--- config.mk ---
export PLATFORM = sky130hd
export DESIGN_NAME = store_phase_flat
export DESIGN_NICKNAME = d
export VERILOG_FILES = /design/src/rtl/store_phase_if.sv /design/src/rtl/store_phase.sv /design/src/flat_wrapper.sv
export SDC_FILE = /design/constraint.sdc
export NUM_CORES = 1
export LEC_CHECK = 0
export CORE_MARGIN = 3
export CORE_UTILIZATION = 55
export CTS_BUF_LIST = sky130_fd_sc_hd__clkbuf_8
export CTS_CLUSTER_DIAMETER = 150
export DETAILED_ROUTE_END_ITERATION = 10
export PLACE_DENSITY = 0.95
export SYNTH_ARGS = -nofsm -noshare
export SYNTH_HDL_FRONTEND = slang
export SYNTH_SLANG_ARGS = --single-unit
export TNS_END_PERCENT = 30
--- constraint.sdc ---
create_clock -name clk -period 10.5 [get_ports clk]
set_input_delay 1.575 -clock clk [delete_from_list [all_inputs] [get_ports clk]]
set_output_delay 1.575 -clock clk [all_outputs]
set_load 0.1 [all_outputs]
--- src/rtl/store_phase_if.sv ---
`default_nettype none
// ============================================================================
// Module      : store_phase_if
// Description : Store-request handshake bundle between the execute stage
//               (master) and the store-phase commit block (slave).
// Revision    : 1.0 - initial release
// ============================================================================
interface store_phase_if;
    logic       st_valid;
    logic       st_ready;
    logic [7:0] st_addr;
    logic [7:0] st_data;

    // Execute stage side: presents requests, observes back-pressure
    modport master (
        output st_valid,
        output st_addr,
        output st_data,
        input  st_ready
    );

    // Store-phase side: consumes requests, drives back-pressure
    modport slave (
        input  st_valid,
        input  st_addr,
        input  st_data,
        output st_ready
    );
endinterface : store_phase_if
`default_nettype wire

--- src/rtl/store_phase.sv ---
`default_nettype none
// ============================================================================
// Module      : store_phase
// Description : Write-side address map. Buffers 8-bit store requests in a
//               2-entry posting FIFO and commits them in order to the data
//               RAM strobe, one of 16 output port registers, or flags a
//               sticky error for stores into read-only space.
// Revision    : 1.0 - initial release
// ============================================================================
module store_phase #(
    parameter logic [7:0] RAM_LO    = 8'h80,
    parameter logic [7:0] RAM_HI    = 8'hDF,
    parameter logic [7:0] PORT_BASE = 8'hE0
) (
    input  wire logic        clk,
    input  wire logic        rst,          // asynchronous, active-low
    store_phase_if.slave     st,
    input  wire logic        hold,
    input  wire logic        clr_err,
    output logic             ram_we,
    output logic [7:0]       ram_addr,
    output logic [7:0]       ram_wdata,
    output logic [7:0]       port_out_00,
    output logic [7:0]       port_out_01,
    output logic [7:0]       port_out_02,
    output logic [7:0]       port_out_03,
    output logic [7:0]       port_out_04,
    output logic [7:0]       port_out_05,
    output logic [7:0]       port_out_06,
    output logic [7:0]       port_out_07,
    output logic [7:0]       port_out_08,
    output logic [7:0]       port_out_09,
    output logic [7:0]       port_out_10,
    output logic [7:0]       port_out_11,
    output logic [7:0]       port_out_12,
    output logic [7:0]       port_out_13,
    output logic [7:0]       port_out_14,
    output logic [7:0]       port_out_15,
    output logic [15:0]      port_strobe,
    output logic             bad_addr,
    output logic [7:0]       wr_count
);

    localparam int unsigned c_DEPTH     = 2;
    localparam int unsigned c_NUM_PORTS = 16;
    localparam logic [1:0]  c_FULL      = 2'd2;

    typedef enum logic [1:0] {
        S_IDLE  = 2'd0,
        S_RUN   = 2'd1,
        S_STALL = 2'd2
    } state_t;

    state_t      r_state;
    state_t      w_state_nxt;

    // Posting FIFO storage and bookkeeping
    logic [7:0]  r_fifo_addr [c_DEPTH];
    logic [7:0]  r_fifo_data [c_DEPTH];
    logic        r_wr_ptr;
    logic        r_rd_ptr;
    logic [1:0]  r_count;
    logic [1:0]  w_count_nxt;

    logic        w_push;
    logic        w_pop;

    // Head-of-FIFO decode
    logic [7:0]  w_head_addr;
    logic [7:0]  w_head_data;
    logic [7:0]  w_port_off;
    logic [3:0]  w_port_idx;
    logic        w_is_ram;
    logic        w_is_port;
    logic        w_commit_ram;
    logic        w_commit_port;
    logic        w_commit_bad;

    // Registered outputs
    logic        r_ram_we;
    logic [7:0]  r_ram_addr;
    logic [7:0]  r_ram_wdata;
    logic [15:0] r_port_strobe;
    logic        r_bad_addr;
    logic [7:0]  r_wr_count;
    logic [7:0]  r_port [c_NUM_PORTS];

    // ------------------------------------------------------------------
    // Handshake and pop qualification
    // ------------------------------------------------------------------
    assign st.st_ready = (r_count != c_FULL);
    assign w_push      = st.st_valid && st.st_ready;
    // hold is sampled live so the edge carrying hold=1 never pops, and the
    // first edge with hold=0 commits straight away from either RUN or STALL.
    assign w_pop       = (r_state != S_IDLE) && (r_count != 2'd0) && !hold;
    assign w_count_nxt = r_count + {1'b0, w_push} - {1'b0, w_pop};

    // ------------------------------------------------------------------
    // Head decode: RAM window takes priority, then the 16-entry port window;
    // anything else (ROM and input-port space) is a read-only violation.
    // ------------------------------------------------------------------
    assign w_head_addr   = r_fifo_addr[r_rd_ptr];
    assign w_head_data   = r_fifo_data[r_rd_ptr];
    assign w_port_off    = w_head_addr - PORT_BASE;
    assign w_port_idx    = w_port_off[3:0];
    assign w_is_ram      = (w_head_addr >= RAM_LO) && (w_head_addr <= RAM_HI);
    assign w_is_port     = !w_is_ram && (w_head_addr >= PORT_BASE) &&
                           (w_port_off[7:4] == 4'd0);
    assign w_commit_ram  = w_pop && w_is_ram;
    assign w_commit_port = w_pop && w_is_port;
    assign w_commit_bad  = w_pop && !w_is_ram && !w_is_port;

    // FSM state register
    always_ff @(posedge clk or negedge rst) begin
        if (!rst) begin
            r_state <= S_IDLE;
        end else begin
            r_state <= w_state_nxt;
        end
    end

    // FSM next-state: IDLE tracks emptiness, RUN/STALL track hold
    always_comb begin
        w_state_nxt = r_state;
        unique case (r_state)
            S_IDLE: begin
                if (w_push) begin
                    w_state_nxt = S_RUN;
                end
            end
            S_RUN: begin
                if (w_count_nxt == 2'd0) begin
                    w_state_nxt = S_IDLE;
                end else if (hold) begin
                    w_state_nxt = S_STALL;
                end
            end
            S_STALL: begin
                // Leaving STALL always goes through RUN, even if the
                // release edge drained the FIFO; RUN then drops to IDLE.
                if (!hold) begin
                    w_state_nxt = S_RUN;
                end
            end
            default: begin
                w_state_nxt = S_IDLE;
            end
        endcase
    end

    // FIFO pointers and occupancy
    always_ff @(posedge clk or negedge rst) begin
        if (!rst) begin
            r_wr_ptr <= 1'b0;
            r_rd_ptr <= 1'b0;
            r_count  <= 2'd0;
        end else begin
            if (w_push) begin
                r_wr_ptr <= ~r_wr_ptr;
            end
            if (w_pop) begin
                r_rd_ptr <= ~r_rd_ptr;
            end
            r_count <= w_count_nxt;
        end
    end

    // FIFO entry storage, written at the tail on each accepted request
    always_ff @(posedge clk or negedge rst) begin
        if (!rst) begin
            for (int i = 0; i < c_DEPTH; i++) begin
                r_fifo_addr[i] <= 8'h00;
                r_fifo_data[i] <= 8'h00;
            end
        end else if (w_push) begin
            r_fifo_addr[r_wr_ptr] <= st.st_addr;
            r_fifo_data[r_wr_ptr] <= st.st_data;
        end
    end

    // RAM write strobe pulses for one cycle; address/data hold between writes
    always_ff @(posedge clk or negedge rst) begin
        if (!rst) begin
            r_ram_we    <= 1'b0;
            r_ram_addr  <= 8'h00;
            r_ram_wdata <= 8'h00;
        end else begin
            r_ram_we <= w_commit_ram;
            if (w_commit_ram) begin
                r_ram_addr  <= w_head_addr;
                r_ram_wdata <= w_head_data;
            end
        end
    end

    // One-hot port strobe, pulses even when the written value is unchanged
    always_ff @(posedge clk or negedge rst) begin
        if (!rst) begin
            r_port_strobe <= 16'h0000;
        end else if (w_commit_port) begin
            r_port_strobe <= 16'h0001 << w_port_idx;
        end else begin
            r_port_strobe <= 16'h0000;
        end
    end

    // Output port registers, each loaded only by a commit to its own address
    for (genvar gi = 0; gi < c_NUM_PORTS; gi++) begin : g_port
        // Port gi value register
        always_ff @(posedge clk or negedge rst) begin
            if (!rst) begin
                r_port[gi] <= 8'h00;
            end else if (w_commit_port && (w_port_idx == 4'(gi))) begin
                r_port[gi] <= w_head_data;
            end
        end
    end

    // Sticky error: a bad commit on the same edge as clr_err keeps it set
    always_ff @(posedge clk or negedge rst) begin
        if (!rst) begin
            r_bad_addr <= 1'b0;
        end else if (w_commit_bad) begin
            r_bad_addr <= 1'b1;
        end else if (clr_err) begin
            r_bad_addr <= 1'b0;
        end
    end

    // Good-write counter, wraps silently from 0xFF to 0x00
    always_ff @(posedge clk or negedge rst) begin
        if (!rst) begin
            r_wr_count <= 8'h00;
        end else if (w_commit_ram || w_commit_port) begin
            r_wr_count <= r_wr_count + 8'd1;
        end
    end

    // ------------------------------------------------------------------
    // Output mapping
    // ------------------------------------------------------------------
    assign ram_we      = r_ram_we;
    assign ram_addr    = r_ram_addr;
    assign ram_wdata   = r_ram_wdata;
    assign port_strobe = r_port_strobe;
    assign bad_addr    = r_bad_addr;
    assign wr_count    = r_wr_count;

    assign port_out_00 = r_port[0];
    assign port_out_01 = r_port[1];
    assign port_out_02 = r_port[2];
    assign port_out_03 = r_port[3];
    assign port_out_04 = r_port[4];
    assign port_out_05 = r_port[5];
    assign port_out_06 = r_port[6];
    assign port_out_07 = r_port[7];
    assign port_out_08 = r_port[8];
    assign port_out_09 = r_port[9];
    assign port_out_10 = r_port[10];
    assign port_out_11 = r_port[11];
    assign port_out_12 = r_port[12];
    assign port_out_13 = r_port[13];
    assign port_out_14 = r_port[14];
    assign port_out_15 = r_port[15];

endmodule : store_phase
`default_nettype wire

--- src/flat_wrapper.sv ---
// flat-port wrapper written by rule: the top's interface ports become plain ports
module store_phase_flat 
#(
    parameter logic [7:0] RAM_LO    = 8'h80,
    parameter logic [7:0] RAM_HI    = 8'hDF,
    parameter logic [7:0] PORT_BASE = 8'hE0
)
  (clk, rst, hold, clr_err, ram_we, ram_addr, ram_wdata, port_out_00, port_out_01, port_out_02, port_out_03, port_out_04, port_out_05, port_out_06, port_out_07, port_out_08, port_out_09, port_out_10, port_out_11, port_out_12, port_out_13, port_out_14, port_out_15, port_strobe, bad_addr, wr_count, st_st_valid, st_st_addr, st_st_data, st_st_ready);
  store_phase_if st_i ();
  input  wire logic clk;
  input  wire logic rst;
  input  wire logic hold;
  input  wire logic clr_err;
  output logic ram_we;
  output logic [7:0] ram_addr;
  output logic [7:0] ram_wdata;
  output logic [7:0] port_out_00;
  output logic [7:0] port_out_01;
  output logic [7:0] port_out_02;
  output logic [7:0] port_out_03;
  output logic [7:0] port_out_04;
  output logic [7:0] port_out_05;
  output logic [7:0] port_out_06;
  output logic [7:0] port_out_07;
  output logic [7:0] port_out_08;
  output logic [7:0] port_out_09;
  output logic [7:0] port_out_10;
  output logic [7:0] port_out_11;
  output logic [7:0] port_out_12;
  output logic [7:0] port_out_13;
  output logic [7:0] port_out_14;
  output logic [7:0] port_out_15;
  output logic [15:0] port_strobe;
  output logic bad_addr;
  output logic [7:0] wr_count;
  input wire logic [$bits(st_i.st_valid)-1:0] st_st_valid;
  input wire logic [$bits(st_i.st_addr)-1:0] st_st_addr;
  input wire logic [$bits(st_i.st_data)-1:0] st_st_data;
  output wire logic [$bits(st_i.st_ready)-1:0] st_st_ready;
  assign st_i.st_valid = st_st_valid;
  assign st_i.st_addr = st_st_addr;
  assign st_i.st_data = st_st_data;
  assign st_st_ready = st_i.st_ready;
  store_phase #(.RAM_LO(RAM_LO), .RAM_HI(RAM_HI), .PORT_BASE(PORT_BASE)) u_core (.clk(clk), .rst(rst), .st(st_i), .hold(hold), .clr_err(clr_err), .ram_we(ram_we), .ram_addr(ram_addr), .ram_wdata(ram_wdata), .port_out_00(port_out_00), .port_out_01(port_out_01), .port_out_02(port_out_02), .port_out_03(port_out_03), .port_out_04(port_out_04), .port_out_05(port_out_05), .port_out_06(port_out_06), .port_out_07(port_out_07), .port_out_08(port_out_08), .port_out_09(port_out_09), .port_out_10(port_out_10), .port_out_11(port_out_11), .port_out_12(port_out_12), .port_out_13(port_out_13), .port_out_14(port_out_14), .port_out_15(port_out_15), .port_strobe(port_strobe), .bad_addr(bad_addr), .wr_count(wr_count));
endmodule
; ---- Word-level counts from Yosys, hierarchy flattened
; Index checks and enable logic that the tools add are counted.
[word_totals]
output_inout_bits = 171
romBits = 0
n_memories = 0
latch_bits = 0
ramBits = 0
regBits = 208
[op_classes]
addsub = 4
eq_ne = 21
n_div = 0
n_lt_le_gt_ge = 6
multipliers = 0
n_reduce_logical = 39
muxes = 18
n_bitwise = 4
shift = 1
[op_table]
columns = operator, n
row1 = $mux 8, 7
row2 = $bwmux 16, 2
row3 = $eq 4x4->1 const B, 8
row4 = $logic_and 1x1->1, 27
row5 = $eq 4x3->1 const B, 4
row6 = $ge 8x8->1 const B, 2
row7 = $mux 16, 1
row8 = $shl 1x4->16 const A, 1
row9 = $add 8x1->8 const B, 1
row10 = $demux 8 s1, 1
row11 = $eq 4x2->1 const B, 2
row12 = $le 8x8->1 const B, 1
row13 = $logic_not 4->1, 2
row14 = $mux 2, 4
row15 = $sub 8x8->8 const B, 1
row16 = $pmux 2 s3, 1
row17 = $reduce_bool 2->1, 3
row18 = $eq 4x1->1 const B, 1
row19 = $ge 2x2->1 const B, 2
row20 = $logic_not 2->1, 2
row21 = $ne 2x2->1 const B, 2
row22 = $not 1->2, 2
row23 = $logic_not 1->1, 3
row24 = $ne 3x2->1 const B, 1
row25 = 10 further kinds, 12

; ---- Depth between registers and ports, before layout
[logic_depth]
depth_word = 12
ltp_mapped = 12
mapped_depth_nobuf = 11

; ---- Least setup slack after synthesis
; OpenSTA, ideal clock, no wires.
[synth_path]
kind = flip-flop to flip-flop
startpoint = reg u_core.r_rd_ptr
endpoint = reg u_core.r_port, in the netlist u_core.port_out_06[0]
slack_ns = 7.050
n_path_buf = 4
period_less_slack_ns = 3.450
required_time_ns = 10.374
path_stages_with_launch = 13
arrival_ns = 3.324
path_cell_list = dfrtp_1 -> buf_2 -> buf_2 -> buf_1 -> mux2_2 -> ha_1 -> and3_1 -> o32a_1 -> and2_1 -> o21ai_2 -> or3_1 -> clkbuf_1 -> mux2_2
[synth_via]
elab_chain_len = 11
elab_cells_between_ends = 19
classes_between = add/sub (1) / order compare (3) / eq/ne (1) / mux (6) / bitwise (1) / reduce/logical (7)
[synth_rtl]
columns = item, line
row1 = "start, declared", store_phase.sv:61  ; logic r_rd_ptr;
row2 = "start signal, assigned", store_phase.sv:162  ; r_rd_ptr <= ~r_rd_ptr;
row3 = $not 1->2 (implied by the code) *, store_phase.sv:102  ; assign w_head_addr = r_fifo_addr[r_rd_ptr];
row4 = $mux 8 (implied by the code) * (3 in a row), store_phase.sv:102
row5 = named net u_core.w_head_addr[6], store_phase.sv:69  ; logic [7:0] w_head_addr;
row6 = $ge 8x8->1 or $le 8x8->1 (tied branches), store_phase.sv:106  ; assign w_is_ram = (w_head_addr >= RAM_LO) && (w_head_addr <= RAM_HI);
row7 = $logic_and 1x1->1, store_phase.sv:106
row8 = $logic_not 1->1, store_phase.sv:107  ; assign w_is_port = !w_is_ram && (w_head_addr >= PORT_BASE) &&
row9 = $logic_and 1x1->1, store_phase.sv:107
row10 = $logic_and 1x1->1 *, store_phase.sv:107
row11 = $logic_and 1x1->1 *, store_phase.sv:110  ; assign w_commit_port = w_pop && w_is_port;
row12 = $logic_and 1x1->1 *, store_phase.sv:213  ; end else if (w_commit_port && (w_port_idx == 4'(gi))) begin
row13 = "end signal, assigned by index", store_phase.sv:214  ; r_port[gi] <= w_head_data;
row14 = "end, declared", store_phase.sv:86  ; logic [7:0] r_port [c_NUM_PORTS];
; Mark *: on every way through the listed nets, which the timed path passes. The rest lies on a longest branch. The select of a mux whose other input is x is not followed.
; A chain may end at the register's enable or synchronous reset.

; ---- Worst setup path after layout
[layout_path]
startpoint = in hold
endpoint = reg u_core.r_state[0]
[layout_via]
elab_chain_len = 6
elab_cells_between_ends = 9
classes_between = add/sub (1) / eq/ne (2) / mux (2) / reduce/logical (4)
[layout_rtl]
columns = item, line
row1 = "start, declared", flat_wrapper.sv:12  ; input wire logic hold;
row2 = $logic_not 1->1 *, store_phase.sv:95  ; assign w_pop = (r_state != S_IDLE) && (r_count != 2'd0) && !hold;
row3 = $logic_and 1x1->1 *, store_phase.sv:95
row4 = named net u_core.w_pop, store_phase.sv:66  ; logic w_pop;
row5 = $sub 2x1->2 *, store_phase.sv:96  ; assign w_count_nxt = r_count + {1'b0, w_push} - {1'b0, w_pop};
row6 = named net u_core.w_count_nxt[1], store_phase.sv:63  ; logic [1:0] w_count_nxt;
row7 = $logic_not 2->1 *, store_phase.sv:132  ; if (w_count_nxt == 2'd0) begin
row8 = $ne 3x2->1 (no source line) or $mux 2 (tied branches), -
row9 = $reduce_and 3->1 (no source line) or $pmux 2 s3 (tied branches), -
row10 = "end signal, assigned", store_phase.sv:118  ; r_state <= w_state_nxt;
row11 = "end, declared", store_phase.sv:54  ; state_t r_state;
; Mark *: on every way through the listed nets, which the timed path passes. The rest lies on a longest branch.

==> report_table.html <==
<table>
<tr><th>Metric</th><th>Value</th></tr>
<tr><th colspan="2">Status</th></tr>
<tr><td>Run status</td><td>completed</td></tr>
<tr><th colspan="2">Place</th></tr>
<tr><td>Half-perimeter wire length of the detailed placement result</td><td>14600 um</td></tr>
<tr><td>Setup slack after placement</td><td>5990 ps</td></tr>
<tr><td>Count of input and output buffers</td><td>191</td></tr>
<tr><td>Routability cong.</td><td>0.854</td></tr>
<tr><th colspan="2">Synthesis</th></tr>
<tr><td>Main area contributors after synthesis</td><td>sky130_fd_sc_hd__dfrtp_1, sky130_fd_sc_hd__mux2_2, sky130_fd_sc_hd__nor4_4</td></tr>
<tr><td>Yosys reg bits</td><td>208</td></tr>
<tr><td>Share of async-settable or async-resettable flops after synthesis</td><td>1.00</td></tr>
<tr><td>Yosys warns</td><td>0</td></tr>
<tr><td>Synth Flop Type</td><td>sky130_fd_sc_hd__dfrtp_1</td></tr>
<tr><td>Number of distinct library cells after synthesis</td><td>35</td></tr>
<tr><td>Sequential cell area fraction in the yosys report</td><td>0.629</td></tr>
<tr><td>Post-synth top area share</td><td>0.629</td></tr>
<tr><td>Cell count after synthesis</td><td>555</td></tr>
<tr><td>Most area-hungry cell type in the Yosys netlist</td><td>sky130_fd_sc_hd__dfrtp_1</td></tr>
<tr><td>Mapped Nets</td><td>580</td></tr>
<tr><td>Count of flip-flops with a built-in enable after synthesis</td><td>0</td></tr>
<tr><td>Syn_area_per_cell</td><td>14.9 um^2</td></tr>
<tr><td>Cell area after technology mapping</td><td>8280 um^2</td></tr>
<tr><th colspan="2">Clock tree</th></tr>
<tr><td>Number of gates resized after CTS</td><td>0</td></tr>
<tr><td>Number of buffers created by CTS</td><td>35</td></tr>
<tr><td>Clock latency of the later-clocked register in the worst-skew pair</td><td>520 ps</td></tr>
<tr><td>TritonCTS Sinks</td><td>208</td></tr>
<tr><td>Post CTS Setup Buffer Count</td><td>0</td></tr>
<tr><td>Buffer type at the clock tree root</td><td>sky130_fd_sc_hd__clkbuf_8</td></tr>
<tr><td>Largest buffer count on any clock path</td><td>3</td></tr>
<tr><td>CTS Hold Buffers Added</td><td>0</td></tr>
<tr><td>Clock input transition at the sequential cells of the worst setup and hold paths</td><td>60 ps</td></tr>
<tr><td># H-tree levels</td><td>2</td></tr>
<tr><td>Clock tree from TritonCTS</td><td>yes</td></tr>
<tr><th colspan="2">Pwr</th></tr>
<tr><td>Power Density</td><td>263 nW/um^2</td></tr>
<tr><td>Worst IR drop on VDD</td><td>144 uV</td></tr>
<tr><td>Leakage dissipation</td><td>5.29 nW</td></tr>
<tr><th colspan="2">Timing</th></tr>
<tr><td>Fmax</td><td>0.250 GHz</td></tr>
<tr><td>Setup repair after global routing missed its margin</td><td>false</td></tr>
<tr><td>Summed negative setup slack over all endpoints</td><td>0 ps</td></tr>
<tr><td>Final worst clock skew</td><td>23.1 ps</td></tr>
<tr><td>Headroom to the max-slew limit</td><td>0.284</td></tr>
<tr><td>Shortest period the worst path allows</td><td>4000 ps</td></tr>
<tr><td>Endpoints failing setup</td><td>0</td></tr>
<tr><td>Final Hold Fails</td><td>0</td></tr>
<tr><td>Slew at the pin closest to its max-slew limit</td><td>1070 ps</td></tr>
<tr><td>Final period utilization</td><td>0.381</td></tr>
<tr><td>Count of pins over their slew limit</td><td>0</td></tr>
<tr><td>PnR worst setup slack</td><td>6500 ps</td></tr>
<tr><th colspan="2">Worst setup path</th></tr>
<tr><td>Launching instance or port of the critical path</td><td>hold</td></tr>
<tr><td>Type of element capturing the critical path</td><td>register</td></tr>
<tr><td>Buffer and inverter count on the worst path</td><td>3</td></tr>
<tr><td>Worst path required time</td><td>10930 ps</td></tr>
<tr><td>Critical path class</td><td>primary input to register</td></tr>
<tr><td>Library cell contributing the largest single delay on the critical path</td><td>sky130_fd_sc_hd__or3_1</td></tr>
<tr><td>Crit Reg-Reg Startpoint</td><td>u_core.r_rd_ptr</td></tr>
<tr><td>Cell-by-cell trace of the critical path</td><td>clkdlybuf4s50_1 -&gt; or3_1 -&gt; inv_1 -&gt; ha_1 -&gt; inv_1 -&gt; ha_1 -&gt; xnor2_1 -&gt; xnor2_1 -&gt; o21ai_0 -&gt; o22a_1 -&gt; o22ai_1</td></tr>
<tr><td>Largest fanout of any net on the critical path</td><td>18</td></tr>
<tr><td>Nature of the critical path startpoint</td><td>primary input</td></tr>
<tr><td>Worst stage delay on the critical path</td><td>740 ps</td></tr>
<tr><td>Arrival @ worst endpoint</td><td>4430 ps</td></tr>
<tr><td>CP top delay family</td><td>buffers and inverters</td></tr>
<tr><th colspan="2">Final layout</th></tr>
<tr><td>Net count reported at finish</td><td>785</td></tr>
<tr><td>Leading cell types in the layout, fill and taps excluded</td><td>sky130_fd_sc_hd__dfrtp_1, sky130_fd_sc_hd__clkdlybuf4s50_1, sky130_fd_sc_hd__mux2_2</td></tr>
<tr><td>Final antenna diode count</td><td>0</td></tr>
<tr><td>Most frequent standard cell in the layout excluding fill and tap cells</td><td>sky130_fd_sc_hd__dfrtp_1</td></tr>
<tr><td>Signed area change from the synthesized netlist to the final layout</td><td>34.0%</td></tr>
<tr><td>Layout cells sized above 1</td><td>0.309</td></tr>
<tr><th colspan="2">Global route</th></tr>
<tr><td>Wire length of the first global-routing pass</td><td>34100 um</td></tr>
<tr><td>GRT Overall Usage</td><td>0.269</td></tr>
<tr><td>Via count of the first global-routing pass</td><td>5971</td></tr>
<tr><td>Largest net degree at the start of global routing</td><td>140</td></tr>
<tr><td>Initial antenna violation count</td><td>0</td></tr>
<tr><td>Overflow left after global routing</td><td>0</td></tr>
<tr><th colspan="2">Drt</th></tr>
<tr><td>Router iterations before antenna repair</td><td>5</td></tr>
<tr><td>Total number of vias</td><td>5430</td></tr>
<tr><td>DR DRC count</td><td>0</td></tr>
<tr><td>Ratio of routed vias to standard cells</td><td>5.59</td></tr>
<tr><td>Final wirelength</td><td>21800 um</td></tr>
<tr><td>Antenna-violating nets left</td><td>0</td></tr>
<tr><td>Average wire length per cell after detail routing</td><td>22.4 um</td></tr>
<tr><td>Violation count after the first detailed-route iteration</td><td>373</td></tr>
<tr><th colspan="2">Die</th></tr>
<tr><td>Core Footprint</td><td>14600 um^2</td></tr>
<tr><td>Area of the die</td><td>16600 um^2</td></tr>
<tr><td>Num rows</td><td>44</td></tr>
<tr><td>Initial Utilization</td><td>0.565</td></tr>
<tr><td>Boundary Pins</td><td>192</td></tr>
<tr><td>Die width</td><td>129 um</td></tr>
<tr><td>Floorplan die height</td><td>129 um</td></tr>
<tr><th colspan="2">Worst hold path</th></tr>
<tr><td>Tightest Hold Check Type</td><td>register to register</td></tr>
<tr><td>Launch instance of the worst min-delay path</td><td>u_core.ram_addr[7]</td></tr>
<tr><th colspan="2">Job</th></tr>
<tr><td>Max-cap viol count</td><td>0</td></tr>
</table>
## final timing paths
| kind | to | slack, ps | cells past startpoint |
|---|---|---|---|
| min reg2reg | u_core.ram_addr[7] | 490 | 1 |
| min | u_core.ram_addr[7] | 490 | 1 |
| max reg2reg | u_core.port_out_06[7] | 7050 | 10 |
| max in group asynchronous | u_core.r_fifo_addr[7] | 7740 | 2 |
| min in group asynchronous | u_core.port_out_03[7] | 1220 | 1 |
| max | u_core.r_state[0] | 6500 | 11 |
## worst register-to-register path, stage by stage (launching register included)
cell and delay (ps):
sky130_fd_sc_hd__dfrtp_1 320, sky130_fd_sc_hd__buf_4 340, sky130_fd_sc_hd__mux2i_1 380, sky130_fd_sc_hd__inv_1 90
sky130_fd_sc_hd__ha_1 250, sky130_fd_sc_hd__and3_1 200, sky130_fd_sc_hd__o32a_1 340, sky130_fd_sc_hd__and2_1 160
sky130_fd_sc_hd__o21ai_2 370, sky130_fd_sc_hd__or3_1 490, sky130_fd_sc_hd__mux2_2 400
## synth_stat cells, types with 2 or more instances
cell type / n
sky130_fd_sc_hd__nand2b_1: 5
sky130_fd_sc_hd__nand2_1: 11
sky130_fd_sc_hd__buf_1: 3
sky130_fd_sc_hd__o21ai_0: 6
sky130_fd_sc_hd__nor2_1: 14
sky130_fd_sc_hd__mux2_2: 176
sky130_fd_sc_hd__buf_2: 3
sky130_fd_sc_hd__ha_1: 4
sky130_fd_sc_hd__a31oi_1: 2
sky130_fd_sc_hd__xnor2_1: 9
sky130_fd_sc_hd__o22ai_1: 3
sky130_fd_sc_hd__mux2_1: 2
sky130_fd_sc_hd__o22a_1: 4
sky130_fd_sc_hd__nand3b_1: 5
sky130_fd_sc_hd__clkbuf_1: 19
sky130_fd_sc_hd__xor2_1: 2
sky130_fd_sc_hd__mux2i_1: 4
sky130_fd_sc_hd__nor4_4: 6
sky130_fd_sc_hd__nor4_1: 5
sky130_fd_sc_hd__nand3_1: 9
sky130_fd_sc_hd__dfrtp_1: 208
sky130_fd_sc_hd__a21oi_1: 5
sky130_fd_sc_hd__inv_1: 22
sky130_fd_sc_hd__and2_1: 3
sky130_fd_sc_hd__or3_1: 6
sky130_fd_sc_hd__nor3_1: 3
sky130_fd_sc_hd__o32a_1: 6
sky130_fd_sc_hd__and3_1: 3
## cells by family (layout without fill, tap and decap cells)
family | count (synthesis) | after routing | share of synthesized area
AOI/OAI and AO/OA | 29 | 29 | 0.0249
xor gates and xnor gates | 11 | 11 | 0.0116
adders and majority gates | 4 | 4 | 0.00604
buffers and inverters | 48 | 280 | 0.0231
DFF | 208 | 208 | 0.629
muxes | 182 | 182 | 0.247
and+or+nand+nor | 73 | 73 | 0.0588
## layout make-up
cell class	instances	area, um^2
fill	862	3540
multi-input combinational	299	2880
tap	184	230
clock buffer	48	661
sequential	208	5200
clock inverter	16	98.8
inverter	22	82.6
timing repair buffer	194	1940
## per-layer routing
metal / vias to the layer above / share of wire / global-route usage
li1: 2373 / - / -
met1: 2797 / 0.39 / 0.326
met2: 226 / 0.50 / 0.448
met3: 34 / 0.095 / 0.111
met4: 0 / 0.020 / 0.0723
met5: - / 0 / 0
## stage by stage
stage           util  power, mW  hold slack [ps]  instances  cell area (um^2)
2_1_floorplan      -       1.85              468        555              8280
3_3_place_gp   0.706       2.14              476        907             10300
3_5_place_dp   0.706       2.18              479        907             10300
4_1_cts        0.758       2.94              493        971             11100
5_1_grt        0.758       3.04              505        971             11100
6_report       0.758       2.92              490        971             11100
## where the power goes
part,internal (mW),switching [mW],total [mW]
Combinational,0.318,0.823,1.14
Sequential,0.930,0.0938,1.02
Clock,0.433,0.322,0.755
Total,1.68,1.24,2.92
Power figures use the tool's default switching activity.
